--- config.mk ---
export PLATFORM = sky130hd
export DESIGN_NAME = adder_pipe
export DESIGN_NICKNAME = d
export VERILOG_FILES = /design/src/rtl/adder_pipe.sv
export SDC_FILE = /design/constraint.sdc
export NUM_CORES = 1
export LEC_CHECK = 0
export ABC_AREA = 1
export BUFFER_PORTS_ARGS = -buffer_cell sky130_fd_sc_hd__buf_2
export CORE_AREA = 2 2 230 164
export CTS_CLUSTER_SIZE = 40
export DETAILED_ROUTE_END_ITERATION = 10
export DIE_AREA = 0 0 232 166
export GPL_TIMING_DRIVEN = 1
export HOLD_SLACK_MARGIN = 0.05
export MAX_ROUTING_LAYER = met4
export PLACE_DENSITY = 0.78
export SLEW_MARGIN = 20
export SYNTH_ARGS = -nofsm -noshare
export SYNTH_HDL_FRONTEND = slang
export SYNTH_SLANG_ARGS = --single-unit
--- constraint.sdc ---
create_clock -name clk -period 3.3 [get_ports clk]
set_input_delay 0.165 -clock clk [delete_from_list [all_inputs] [get_ports clk]]
set_output_delay 0.165 -clock clk [all_outputs]
set_load 0.01 [all_outputs]
--- src/rtl/adder_pipe.sv ---
// adder_pipe: pipelined add/subtract unit with segmented carry and valid/ready flow control.
// Each stage resolves one SEG-bit carry segment; the last stage doubles as the output register.
module adder_pipe #(
  parameter int WIDTH = 64,
  parameter int SEG   = 16
) (
  input  logic             clk,
  input  logic             rst_n,
  input  logic             in_valid,
  output logic             in_ready,
  input  logic [WIDTH-1:0] A,
  input  logic [WIDTH-1:0] B,
  input  logic             SUB,
  input  logic             CIN,
  output logic             out_valid,
  input  logic             out_ready,
  output logic [WIDTH-1:0] S,
  output logic             COUT,
  output logic             OVF
);
  localparam int SEG_SAFE = (SEG < 1) ? 1 : SEG;
  localparam int NSEG     = WIDTH / SEG_SAFE;

  generate
    if (SEG < 1) begin : g_bad_seg
      $fatal(1, "adder_pipe: SEG must be at least 1");
    end else if ((WIDTH % SEG_SAFE) != 0) begin : g_bad_width
      $fatal(1, "adder_pipe: WIDTH must be a multiple of SEG");
    end
  endgenerate

  logic             advance_s;
  logic             c0_s;
  logic [WIDTH-1:0] beff_s;

  // Per-stage inputs: stage 0 sees the preprocessed operands, stage k sees stage k-1
  logic [NSEG-1:0]  vld_src_s;
  logic [NSEG-1:0]  c_src_s;
  logic [WIDTH-1:0] a_src_s   [NSEG];
  logic [WIDTH-1:0] b_src_s   [NSEG];
  logic [WIDTH-1:0] sum_src_s [NSEG];
  logic [WIDTH-1:0] nsum_s    [NSEG];
  logic [SEG_SAFE:0] seg_s    [NSEG];
  logic             ovf_next_s;

  logic [NSEG-1:0]  valid_r;
  logic [NSEG-1:0]  carry_r;
  logic [WIDTH-1:0] a_r   [NSEG];
  logic [WIDTH-1:0] b_r   [NSEG];
  logic [WIDTH-1:0] sum_r [NSEG];
  logic             ovf_r;

  // Operand preprocessing and the single global advance enable
  always_comb begin
    advance_s = !valid_r[NSEG-1] || out_ready;
    if (SUB) begin
      beff_s = ~B;
      c0_s   = 1'b1;
    end else begin
      beff_s = B;
      c0_s   = CIN;
    end
  end

  // Stage source selection, one SEG-bit segment add per stage, merge into the skewed sum
  always_comb begin
    vld_src_s    = {NSEG{1'b0}};
    c_src_s      = {NSEG{1'b0}};
    vld_src_s[0] = in_valid;
    c_src_s[0]   = c0_s;
    a_src_s[0]   = A;
    b_src_s[0]   = beff_s;
    sum_src_s[0] = {WIDTH{1'b0}};
    for (int k = 1; k < NSEG; k++) begin
      vld_src_s[k] = valid_r[k-1];
      c_src_s[k]   = carry_r[k-1];
      a_src_s[k]   = a_r[k-1];
      b_src_s[k]   = b_r[k-1];
      sum_src_s[k] = sum_r[k-1];
    end
    for (int k = 0; k < NSEG; k++) begin
      seg_s[k] = {1'b0, a_src_s[k][k*SEG_SAFE +: SEG_SAFE]}
               + {1'b0, b_src_s[k][k*SEG_SAFE +: SEG_SAFE]}
               + {{SEG_SAFE{1'b0}}, c_src_s[k]};
      nsum_s[k] = sum_src_s[k];
      nsum_s[k][k*SEG_SAFE +: SEG_SAFE] = seg_s[k][SEG_SAFE-1:0];
    end
    // Overflow uses the operand MSBs skewed down to the final stage
    ovf_next_s = (a_src_s[NSEG-1][WIDTH-1] == b_src_s[NSEG-1][WIDTH-1]) &&
                 (nsum_s[NSEG-1][WIDTH-1] != a_src_s[NSEG-1][WIDTH-1]);
  end

  // Stage registers; the whole pipe, bubbles included, moves only on advance
  always_ff @(posedge clk or negedge rst_n) begin
    if (!rst_n) begin
      valid_r <= {NSEG{1'b0}};
      carry_r <= {NSEG{1'b0}};
      ovf_r   <= 1'b0;
      for (int k = 0; k < NSEG; k++) begin
        a_r[k]   <= {WIDTH{1'b0}};
        b_r[k]   <= {WIDTH{1'b0}};
        sum_r[k] <= {WIDTH{1'b0}};
      end
    end else if (advance_s) begin
      valid_r <= vld_src_s;
      ovf_r   <= ovf_next_s;
      for (int k = 0; k < NSEG; k++) begin
        a_r[k]     <= a_src_s[k];
        b_r[k]     <= b_src_s[k];
        sum_r[k]   <= nsum_s[k];
        carry_r[k] <= seg_s[k][SEG_SAFE];
      end
    end
  end

  // Output ports are taken straight from the final stage registers
  always_comb begin
    in_ready  = advance_s;
    out_valid = valid_r[NSEG-1];
    S         = sum_r[NSEG-1];
    COUT      = carry_r[NSEG-1];
    OVF       = ovf_r;
  end

endmodule
### After elaboration in Yosys (flattened, before gate mapping)

Cells that the tools add are included.

* bits of input ports: 134
* register bits: 553

* equal/unequal tests: 2
* multiplexer cells: 2
* reduce and logical (&&, ||, !) cells: 3
* bitwise operators: 1
* add/subtract/negate cells: 8

Operators by type and width (number)
* adder 16 x 16 -> 17 bit: 4
* adder 17 x 1 -> 17 bit: 4
* 2-to-1 mux 64 bit: 1
* inverter 64 bit: 1
* equality test 1 bit: 1
* logical AND 1 bit: 1
* zero test 1 bit: 1
* logical OR 1 bit: 1
* 2-to-1 mux 1 bit: 1
* inequality test 1 bit: 1

### Logic depth before layout (Yosys ltp)

Gate-level depths: netlist of run 1.

* depth after elaboration: 4
* gate-level depth with buffers: 14
* mapped depth without buffers: 12

### Worst setup path after synthesis of run 1

OpenSTA, ideal clock, no wires.

* kind: input port to flip-flop
* from: input SUB
* to: register sum_r (netlist bit nsum_s[140])
* data required time: 3235 ps
* cell stages on the path: 14
* setup slack: 1200 ps
* arrival time: 2035 ps
* path buffers: 2
* setup time: 65 ps
* cells stage by stage: buf_4 buf_4 or2_2 fa_1 inv_1 fa_1 inv_1 nand3_1 nand3_1 nand3_1 nand3_1 nand2_1 nand3_1 nand2_1

* word-level cells in the longest chain between the ends: 3
* elaborated cells on any way between the ends: 4

Ends and longest elaborated chain
* start: declaration: line 13 `input logic SUB,`
* 2-to-1 mux 64 bit: line 56 `if (SUB) begin`
* adder 16 x 16 -> 17 bit: line 83 `+ {1'b0, b_src_s[k][k*SEG_SAFE +: SEG_SAFE]}`
* adder 17 x 1 -> 17 bit *: line 84 `+ {{SEG_SAFE{1'b0}}, c_src_s[k]};`
* end signal: indexed assignment: line 102 `sum_r[k] <= {WIDTH{1'b0}};`
* end signal: indexed assignment: line 110 `sum_r[k] <= nsum_s[k];`
* end: declaration: line 50 `logic [WIDTH-1:0] sum_r [NSEG];`

Mark *: on every way between the ends. The rest lies on a longest branch, timed or not.
A chain may end at the register's enable or synchronous reset.

### Worst setup path in the final report of run 1

* from: register carry_r[1]
* to: register sum_r (netlist bit nsum_s[40])

* word-level cells in the longest chain between the ends: 1

Ends and longest elaborated chain
* start: declaration: line 47 `logic [NSEG-1:0] carry_r;`
* start signal: assignment: line 97 `carry_r <= {NSEG{1'b0}};`
* start signal: indexed assignment: line 111 `carry_r[k] <= seg_s[k][SEG_SAFE];`
* adder 17 x 1 -> 17 bit: line 84

Every way passes these cells.

==> results of run 1 <==
tightest hold or removal path: cells and delay by family:
family | cells | cell delay, ns
simple gates | 3 | 0.21
buf+inv | 1 | 0.08
fa+ha+maj | 1 | 0.15
state kept, by name (all words and copies together), names as in the netlist:
signal	flops
a_r	96
b_r	96
nsum_s	96
S	64
carry_r	4
valid_r	4
OVF	1
worst max path at each step:
stage / start / to / slack, ns / cells past startpoint
floorplan: SUB / nsum_s[140] / 1.20 / 14
global placement: SUB / nsum_s[140] / 1.08 / 13
detailed placement: SUB / nsum_s[140] / 1.03 / 13
CTS: carry_r[1] / nsum_s[40] / 1.07 / 10
global route: carry_r[1] / nsum_s[40] / 0.97 / 10
finish: carry_r[1] / nsum_s[40] / 1.07 / 10
Yosys cell counts (all sizes together):
cell,instances,share of area
inv,228,0.048
nand4,9,0.0031
a211o,2,0.00098
nor3,9,0.0025
fa,8,0.0090
a21oi,31,0.0087
dfrtp,361,0.51
o22ai,1,0.00035
xnor2,66,0.032
nor2,65,0.014
nand2,998,0.21
nand3,87,0.024
ha,60,0.042
o21ai,185,0.052
and2,7,0.0026
clkbuf,28,0.0065
a31oi,1,0.00035
nand3b,4,0.0017
buf,58,0.026
xor2,20,0.0098
or2,4,0.0014
stage by stage:
| stage | area (sq um) | total power, uW | util |
|---|---|---|---|
| finish | 21300 | 20100 | 0.584 |
| global route | 21300 | 21900 | 0.584 |
| CTS | 21300 | 20200 | 0.584 |
| detailed placement | 19100 | 15700 | 0.523 |
| global placement | 19100 | 15400 | 0.523 |
| floorplan | 17900 | 13300 | - |
area by class of cell:
| type | count | share of cell area |
|---|---|---|
| clock buffer | 45 | 0.0476 |
| inverter | 228 | 0.0404 |
| antenna | 1 | 0.000117 |
| sequential | 361 | 0.423 |
| clock inverter | 19 | 0.0103 |
| multi-input combinational | 1557 | 0.347 |
| timing repair buffer | 312 | 0.102 |
| tap | 488 | 0.0286 |
power groups by stage:
stage | Clock [uW] | Combinational [uW] | Sequential (uW)
6_report | 4270 | 8330 | 7520
5_1_grt | 4560 | 9550 | 7740
4_1_cts | 4350 | 8330 | 7520
3_5_place_dp | 0 | 8150 | 7570
3_3_place_gp | 0 | 7930 | 7500
2_1_floorplan | 0 | 5850 | 7440
cells by family after synthesis:
kind of cell / Yosys count / share of synthesized area
simple gates: 1183 / 0.259
flops: 361 / 0.505
buf+inv: 314 / 0.0801
compound gates: 220 / 0.0621
xor+xnor: 86 / 0.0421
fa+ha+maj: 68 / 0.0509
per-layer routing:
layer	vias up	share of wire	track usage
li1	7421	-	-
met1	6895	0.49	0.346
met2	379	0.44	0.343
met3	81	0.045	0.0290
met4	0	0.028	0.0688
met5	-	0	-
what timing repair did:
item | 4_1_cts | 5_1_grt
endpoints found under the setup margin | 0 | 0
hold buffers | 99 | 0
gates resized for setup | 0 | 0
endpoints found under the hold margin | 156 | 0
buffers inserted | 0 | 0
==> key figures, run 1 <==
Power and ir drop
  • P_int: 11,900 uW
  • Worst VDD drop: 0.000463 V
  • Switching pwr: 8170 uW
  • Leak: 0.0114 uW
  • Clk network pwr share: 0.212
  • Switching Fraction: 0.406
  • Logic pwr share: 0.414
  • Pwr dens: 942 nW/um^2
  • Flop pwr share: 0.374

Hold path
  • Hold Path Stages: 5
  • Hold Crit Class: in2reg
  • Hold Path End: nsum_s[128]
  • Worst hold start: CIN

Global routing
  • Grt total ovfl: 0
  • Largest net degree at the start of global routing: 264
  • Gr usage total: 0.236
  • Global-route wire length before repair: 71.7 mm
  • Initial antenna violation count: 1
  • Vias in the first global route: 14,100

Timing
  • Hold Worst Slack: 0.0953 ns
  • Fin. max-slew vios: 0
  • Unrepaired setup endpoints after global routing: no
  • Min Clock Period, post-route: 2.23 ns
  • Setup Skew: 0.0163 ns
  • Final worst slack: 1.07 ns
  • Final TNS setup: 0 ns
  • Fmax: 0.448 GHz
  • Worst-Margin Slew: 1.12 ns
  • Period Utilization, post-route: 0.677
  • Final Setup Violations: 0
  • Final hold violation count: 0
  • Rel. slew slack: 0.251

Detailed routing
  • Routed Wire Length: 43.2 mm
  • Final routed DRC violation total: 0
  • Vias: 14,800
  • Vias per cell: 4.91
  • Pre-antenna DRT Iters: 6
  • Routed len/inst: 14.3 microns
  • Post-route ant nets: 0
  • Initial DRC count: 1,293

Floorplan
  • Core area: 36,500 sq um
  • Die Width: 232 microns
  • Die ar.: 38,500 sq um
  • Die Ht: 166 microns
  • Initial core utilization: 0.489
  • IO Count: 202
  • Placement Rows: 59

Critical path
  • R2R depth: 10
  • Crit path kind: reg2reg
  • Worst-path maximum fanout: 3
  • Flop-to-flop setup slack: 1.07 ns
  • Startpoint Class: flop
  • Reg-to-Reg End: nsum_s[40]
  • Buffers plus inverters on the worst setup path: 0
  • CP most frequent cell: nand2_1
  • Crit path max-delay family: adder cells
  • Crit-path slowest cell: fa_1
  • Max incr delay on CP: 0.52 ns
  • R2R Path Start: carry_r[1]
  • WP data arrival: 2.66 ns
  • CP endpoint kind: flop
  • CP cell instances: fa_1 -> fa_1 -> nand2_1 -> nand2_1 -> and2_2 -> nand2_1 -> nand2_1 -> xor2_1 -> nand2_1 -> nand2_1
  • Critical path required time: 3.72 ns

Clocking
  • Root buf cell: clkbuf_16
  • Clock sink count: 361
  • Worst-path clk slew: 0.06 ns
  • Clock tree from TritonCTS: yes
  • Num CTS Buffers: 37
  • H-tree depth: 2
  • Clock buffer depth: 3
  • Worst skew pair latency: 0.54 ns

Logic synthesis
  • Post-synthesis cell count: 2,232
  • Mean Syn Cell Area: 8.01 sq um
  • Sequential element share of the synthesized area: 0.505
  • Yosys warns: 0
  • Syn Nets: 2,434
  • Seq cells post-synth: 361
  • Yosys cell types: 31
  • Synthesized area: 17,900 sq um

Final layout
  • Most frequent cells in the layout: nand2_1, dfrtp_1, inv_1
  • Fill cells: 3,244
  • Share of layout cells above drive strength 1: 0.112
  • Reg area: 9030 sq um
  • Most common cell after layout, fill and taps aside: nand2_1
  • Area grow syn2layout: 19.4%
  • Multi-input logic area: 7410 sq um
  • Post-Layout Cell Count: 3,011
  • NumNets Final: 2,699

Placement
  • IO buf count: 201
  • Inst Count DP: 2,847
  • DPL Wire Length: 29.4 mm
  • Placer's final routability congestion estimate: 0.949
  • Dpl ws: 1.03 ns

Job
  • Max-Cap Viols: 0

Outcome
  • Run status: finished clean
(Power assumes the default switching activity.)
==> run 2, diff against run 1 <==
==> config.mk (replaced) <==
export PLATFORM = sky130hd
export DESIGN_NAME = adder_pipe
export DESIGN_NICKNAME = d
export VERILOG_FILES = /design/src/rtl/adder_pipe.sv
export SDC_FILE = /design/constraint.sdc
export NUM_CORES = 1
export LEC_CHECK = 0
export ABC_AREA = 0
export BUFFER_PORTS_ARGS = -buffer_cell sky130_fd_sc_hd__buf_2
export CORE_AREA = 2 2 221 158
export CTS_CLUSTER_SIZE = 40
export DETAILED_ROUTE_END_ITERATION = 10
export DIE_AREA = 0 0 223 160
export GPL_TIMING_DRIVEN = 1
export HOLD_SLACK_MARGIN = 0.05
export MAX_ROUTING_LAYER = met4
export PLACE_DENSITY = 0.81
export SLEW_MARGIN = 20
export SYNTH_ARGS = -nofsm -noshare
export SYNTH_HDL_FRONTEND = slang
export SYNTH_SLANG_ARGS = --single-unit
==> constraint.sdc (replaced) <==
create_clock -name clk -period 2.05 [get_ports clk]
set_input_delay 0.1025 -clock clk [delete_from_list [all_inputs] [get_ports clk]]
set_output_delay 0.1025 -clock clk [all_outputs]
set_load 0.01 [all_outputs]
==> run 2 against run 1 <==
  * The run now ends with negative setup slack left
  * Sequential cell count unchanged
  * Sequential power increased by 62%
  * Worst setup slack got worse by 1.7 ns
  * Routed wire length increased by 0.64%
  * Sequential share of layout area decreased by 0.65 points
  * Fmax decreased by 16%
  * Critical path type unchanged
  * Critical endpoint is now carry_r[1]
  * Largest cell class unchanged
  * Largest power group unchanged
==> key figures, run 2 <==
Placement
  • Dpl ws: -0.726 ns (-1.75 ns)
  • Placer's final routability congestion estimate: 0.919 (-3.1%)
  • IO buf count: 201 (unchanged)
  • Inst Count DP: 2,510 (-12%)
  • DPL Wire Length: 27.9 mm (-5.2%)

Detailed routing
  • Vias per cell: 5.22 (+6.4%)
  • Initial DRC count: 1,165 (-9.9%)
  • Routed Wire Length: 43.5 mm (+0.64%)
  • Vias: 14,100 (-4.8%)
  • Post-route ant nets: 0 (unchanged)
  • Pre-antenna DRT Iters: 5 (-1)
  • Final routed DRC violation total: 0 (unchanged)
  • Routed len/inst: 16.1 microns (+12%)

Job
  • Max-Cap Viols: 0 (unchanged)

Timing
  • Final Setup Violations: 30 (+30)
  • Period Utilization, post-route: 1.29 (+0.615)
  • Hold Worst Slack: 0.0831 ns (-0.0122 ns)
  • Final hold violation count: 0 (unchanged)
  • Final worst slack: -0.597 ns (-1.66 ns)
  • Fmax: 0.378 GHz (-16%)
  • Min Clock Period, post-route: 2.65 ns (+0.415 ns)
  • Rel. slew slack: 0.460 (+0.209)
  • Fin. max-slew vios: 0 (unchanged)
  • Worst-Margin Slew: 0.810 ns (-0.314 ns)
  • Unrepaired setup endpoints after global routing: yes
  • Setup Skew: 0.0182 ns (+0.00189 ns)

Power and ir drop
  • Pwr dens: 1600 nW/um^2 (+70%)
  • Worst VDD drop: 0.00116 V (+150%)
  • Total power draw: 34,600 uW (+72%)
  • Leak: 0.0110 uW (-3.3%)

Final layout
  • Most frequent cells in the layout: nand2_1, dfrtp_1, buf_2
  • Area grow syn2layout: 30.4%
  • Most common cell after layout, fill and taps aside: nand2_1
  • Final cell utilization of the core: 0.640 (+0.0558)
  • NumNets Final: 2,426 (-10%)
  • Share of layout cells above drive strength 1: 0.204 (+0.0919)
  • Post-Layout Cell Count: 2,694 (-11%)

Floorplan
  • Placement Rows: 57 (-3.4%)
  • Die ar.: 35,700 sq um (-7.4%)
  • Initial core utilization: 0.491 (+0.00156)
  • Die Width: 223 microns (-3.9%)
  • IO Count: 202 (unchanged)
  • Die Ht: 160 microns (-3.6%)
  • Core area: 33,900 sq um (-7.3%)

Clocking
  • H-tree depth: 2 (unchanged)
  • Num CTS Buffers: 36 (-2.7%)
  • Clock sink count: 361 (unchanged)
  • Clock tree from TritonCTS: yes
  • Worst skew pair latency: 0.53 ns (about the same)
  • Worst-path clk slew: 0.06 ns (about the same)
  • Clock buffer depth: 3 (unchanged)
  • Root buf cell: clkbuf_16

Logic synthesis
  • Top-count cell post-synth: nand2_1
  • Yosys cell types: 51 (+65%)
  • Synthesized area: 16,600 sq um (-7.0%)
  • Yosys top cell area share: 0.543 (+0.0380)
  • Synth cell count leaders: nand2_1, dfrtp_1, a21oi_1, xnor2_1, o21ai_0
  • Yosys warns: 0 (unchanged)
  • Sequential element share of the synthesized area: 0.543 (+0.0380)
  • Ys flop type: dfrtp_1
  • Mean Syn Cell Area: 8.94 sq um (+12%)
  • Post-synthesis cell count: 1,860 (-17%)
  • Post-synth EDFFs: 0 (unchanged)
  • Synth async-reset ratio: 1.00 (unchanged)
  • Ranking of synthesized cells by area: dfrtp_1, nand2_1, ha_1
  • Seq cells post-synth: 361 (unchanged)
  • Syn Nets: 2,062 (-15%)
  • Cell taking the most area after synthesis: dfrtp_1

Critical path
  • Critical path required time: 2.45 ns (-1.27 ns)
  • Flop-to-flop setup slack: -0.60 ns (-1.66 ns)
  • Worst-path maximum fanout: 3 (unchanged)
  • R2R Path Start: carry_r[0]
  • Reg-to-Reg End: carry_r[1]
  • R2R depth: 9 (-1)
  • Startpoint Class: flop
  • CP endpoint kind: flop
  • Crit path kind: reg2reg
  • WP data arrival: 3.05 ns (+0.39 ns)

Hold path
  • Worst hold start: A[1]
  • Hold Path End: nsum_s[129]
  • Hold Crit Class: in2reg
  • Hold Path Stages: 4 (-1)

Global routing
  • Largest net degree at the start of global routing: 101 (-62%)
  • Vias in the first global route: 14,300 (+1.6%)
  • Initial antenna violation count: 3 (+2)
  • Grt total ovfl: 0 (unchanged)
  • Gr usage total: 0.254 (+0.0182)
  • Global-route wire length before repair: 71.4 mm (-0.49%)

Outcome
  • Failing checks: negative setup slack
  • Run status: finished with violations
-- run 2: power by group --
part | internal (uW) | switching, uW
clock | 4100 | 2810
sequential | 10300 | 1900
combinational | 6830 | 8660
total | 21300 | 13400
-- run 2: cell type report --
| cell class | instances | area [sq um] |
|---|---|---|
| Clock buffer | 46 | 1000 |
| Inverter | 20 | 82.6 |
| Multi-Input combinational cell | 1389 | 7640 |
| Timing Repair Buffer | 416 | 3140 |
| Sequential cell | 361 | 9030 |
| Fill cell | 2611 | 12200 |
| Tap cell | 442 | 553 |
| Clock inverter | 17 | 226 |
| Antenna cell | 3 | 7.51 |
-- run 2: cells by family (layout without fill, tap and decap cells) --
logic type,Yosys count,after routing,synth area share
xor gates and xnor gates,114,114,0.0600
muxes,2,2,0.00128
AOI/OAI and AO/OA,252,252,0.0927
adders and majority gates,68,68,0.0548
other,0,3,0
and+or+nand+nor,953,953,0.223
buffers and inverters,110,499,0.0254
DFF,361,361,0.543
-- run 2: metal layers --
metal,track usage,vias to the layer above,wire [microns]
met5,-,-,0
met4,0.0995,0,1720
met1,0.328,6778,18900
met3,0.0453,131,2330
li1,-,6729,-
met2,0.401,424,20500
-- run 2: worst max path at each step --
stage | depth (start not counted) | startpoint | slack, ns | to
finish | 9 | carry_r[0] | -0.60 | carry_r[1]
global route | 9 | carry_r[0] | -0.71 | carry_r[1]
CTS | 9 | carry_r[0] | -0.62 | carry_r[1]
detailed placement | 13 | SUB | -0.73 | nsum_s[140]
global placement | 13 | SUB | -0.60 | nsum_s[140]
floorplan | 9 | carry_r[0] | -0.48 | carry_r[1]
-- run 2: repair_timing --
item | in CTS | in global routing
setup buffers | 12 | 11
hold endpoints to repair | 366 | 0
setup endpoints to repair | 34 | 41
pin swaps | 58 | 52
hold buffers | 103 | 0
resized for setup | 37 | 45
-- run 2: through the flow --
stage | area, sq um | TNS, ns
4_1_cts | 21400 | -7.35
3_5_place_dp | 18900 | -11.89
3_3_place_gp | 18900 | -9.71
6_report | 21700 | -8.20
5_1_grt | 21700 | -11.11
2_1_floorplan | 16700 | -4.33
-- run 2: worst max-delay path: stages (launching register included) --
cell	delay [ns]
dfrtp_1	0.41
fa_2	0.42
fa_2	0.36
a21o_1	0.20
a221oi_4	0.34
a221oi_4	0.12
nor3_2	0.15
o21ai_2	0.09
a2111oi_2	0.31
nor3_1	0.10
==> run 3, diff against run 2 <==
--- a/config.mk
+++ b/config.mk
@@ -13,7 +13,6 @@
 export DIE_AREA = 0 0 223 160
 export GPL_TIMING_DRIVEN = 1
 export HOLD_SLACK_MARGIN = 0.05
-export MAX_ROUTING_LAYER = met4
 export PLACE_DENSITY = 0.81
 export SLEW_MARGIN = 20
 export SYNTH_ARGS = -nofsm -noshare
==> run 3 against run 2 <==
  * The run still ends with negative setup slack left
  * Count of clock-buffer cells in the layout increased by 3
  * Routed wire length fell by 0.74%
  * Global-route usage decreased by 1.1 points
  * Clock skew up 0.0013 ns
  * First-iteration DRC count is 14% lower
  * Worst hold slack lost 0.018 ns
  * Register-to-register slack got worse by 0.05 ns
  * Cell count is 0.59% higher
  * Critical path type unchanged
  * Critical endpoint unchanged
  * Highest routed layer unchanged
==> key figures, run 3 (synthesis gave the netlist of run 2 again) <==
Detailed routing
  • Pre-antenna DRT Iters: 6 (+1)
  • Vias per cell: 5.15 (-1.4%)
  • Final routed DRC violation total: 0 (unchanged)
  • Post-route ant nets: 0 (unchanged)
  • Vias: 13,900 (-0.83%)
  • Routed Wire Length: 43.1 mm (-0.74%)
  • Routed len/inst: 15.9 microns (-1.3%)
  • Initial DRC count: 1,005 (-14%)

Clocking
  • H-tree depth: 2 (unchanged)
  • Clock tree from TritonCTS: yes
  • Clock sink count: 361 (unchanged)
  • Clock buffer depth: 3 (unchanged)
  • Root buf cell: clkbuf_16
  • Worst-path clk slew: 0.07 ns (about the same)
  • Worst skew pair latency: 0.55 ns (+0.02 ns)
  • Num CTS Buffers: 37 (+2.8%)

Global routing
  • Largest net degree at the start of global routing: 108 (+6.9%)
  • Initial antenna violation count: 2 (-1)
  • Global-route wire length before repair: 70.2 mm (-1.6%)
  • Grt total ovfl: 0 (unchanged)
  • Vias in the first global route: 14,000 (-1.7%)
  • Gr usage total: 0.243 (-0.0115)

Timing
  • Worst-Margin Slew: 0.747 ns (-0.0635 ns)
  • Final Setup Violations: 34 (+13%)
  • Fmax: 0.371 GHz (-1.8%)
  • Setup Skew: 0.0195 ns (+0.00134 ns)
  • Final hold violation count: 0 (unchanged)
  • Unrepaired setup endpoints after global routing: yes
  • Fin. max-slew vios: 0 (unchanged)
  • Final worst slack: -0.646 ns (-0.0486 ns)
  • Period Utilization, post-route: 1.32 (+0.0237)
  • Rel. slew slack: 0.502 (+0.0423)
  • Min Clock Period, post-route: 2.70 ns (+0.0486 ns)

Floorplan
  • Die Ht: 160 microns (unchanged)
  • Die Width: 223 microns (unchanged)
  • IO Count: 202 (unchanged)
  • Die ar.: 35,700 sq um (unchanged)
  • Placement Rows: 57 (unchanged)
  • Initial core utilization: 0.491 (unchanged)
  • Core area: 33,900 sq um (unchanged)

Critical path
  • Critical path required time: 2.47 ns (+0.02 ns)
  • Worst-path maximum fanout: 2 (-1)
  • Max incr delay on CP: 0.42 ns (about the same)
  • Startpoint Class: flop
  • Buffers plus inverters on the worst setup path: 0 (unchanged)
  • WP data arrival: 3.11 ns (+0.06 ns)
  • Crit path kind: reg2reg
  • R2R depth: 9 (unchanged)
  • Critical Path Stages: 9 (unchanged)
  • CP endpoint kind: flop
  • CP cell instances: fa_2 -> fa_2 -> a21o_1 -> a221oi_4 -> a221oi_4 -> nor3_2 -> o21ai_2 -> a2111oi_2 -> nor3_1
  • Crit-path slowest cell: fa_2
  • Crit path max-delay family: compound AO/OA/AOI/OAI gates

Placement
  • DPL Wire Length: 28.2 mm (+1.2%)
  • Placer's final routability congestion estimate: 0.922 (+0.30%)
  • IO buf count: 201 (unchanged)
  • Dpl ws: -0.677 ns (+0.0484 ns)

Power and ir drop
  • Pwr dens: 1600 nW/um^2 (+0.29%)
  • Leak: 0.0111 uW (+0.77%)
  • Worst VDD drop: 0.000915 V (-21%)

Final layout
  • Final cell utilization of the core: 0.644 (+0.00436)
  • Share of layout cells above drive strength 1: 0.210 (+0.00606)
  • Fill cells: 2,565 (-1.8%)
  • Area grow syn2layout: 31.3%
  • Most frequent cells in the layout: nand2_1, dfrtp_1, buf_2
  • NumNets Final: 2,439 (+0.54%)
  • Most common cell after layout, fill and taps aside: nand2_1

Job
  • Max-Cap Viols: 0 (unchanged)

Hold path
  • Hold Crit Class: in2async

Outcome
  • Run status: finished with violations
  • Failing checks: negative setup slack
-- run 3: changes by cell type in the layout (fill, tap and decap cells not counted), sizes merged --
cell	delta
dlygate4sd3	-1
clkinv	+1
inv	-1
buf	+13
clkbuf	+3
clkinvlp	+1
-- run 3: timing repair --
item / in CTS / in global routing
hold endpoints to repair: 365 / 0
pin swaps: 57 / 49
gates resized for setup: 43 / 46
buffers inserted: 13 / 12
hold buffers: 102 / 0
endpoints found under the setup margin: 36 / 43
-- run 3: per-stage QoR --
step                instance area [sq um]  cells  setup TNS (ns)  power, uW  hold WS (ns)
CTS                                 21500   2699           -7.65      34000        0.0711
floorplan                           16700   1860           -4.33      20900        -0.193
detailed placement                  18900   2519          -11.95      25800        0.0469
global route                        21800   2710          -12.26      37400        0.0959
global placement                    18900   2519           -9.98      25100        0.0442
finish                              21800   2710           -9.10      35000        0.0650
-- run 3: layout make-up --
type	instances	area [sq um]	area share
multi-input cells	1389	7670	0.351
clock inverters	18	236	0.0108
diodes	3	7.51	0.000344
clock buffers	49	1050	0.0483
flip-flops and latches	361	9030	0.414
well taps	442	553	0.0253
repair buffers	428	3190	0.146
inverters	20	82.6	0.00378
-- run 3: where the power goes --
part | total (uW) | internal [uW] | switching [uW]
sequential | 12200 | 10300 | 1910
clock | 7160 | 4280 | 2880
combinational | 15600 | 6860 | 8700
-- run 3: worst paths after layout --
| kind | slack [ns] | start | endpoint |
|---|---|---|---|
| setup / recovery | -0.65 | carry_r[0] | carry_r[1] |
| hold / removal | 0.06 | rst_n | nsum_s[72] |
| setup reg to reg | -0.65 | carry_r[0] | carry_r[1] |
| hold reg to reg | 0.46 | S[8] | S[8] |
| max in group asynchronous | 1.10 | rst_n | b_r[113] |
| min in group clk | 0.08 | out_ready | a_r[189] |
-- run 3: worst reg2reg max path, delay by kind of cell (launching register included) --
kind	cells	cell delay, ns
AO/OA/AOI/OAI	5	1.12
AND/OR/NAND/NOR	2	0.27
adder cells (fa/ha/maj)	2	0.78
flip-flops	1	0.41
-- run 3: per-layer routing --
layer	GRT usage	vias up	routed length, microns
met5	0	-	0
met4	0.106	0	1600
met3	0.0438	120	2430
met2	0.387	411	20200
met1	0.327	6672	18900
li1	-	6742	-
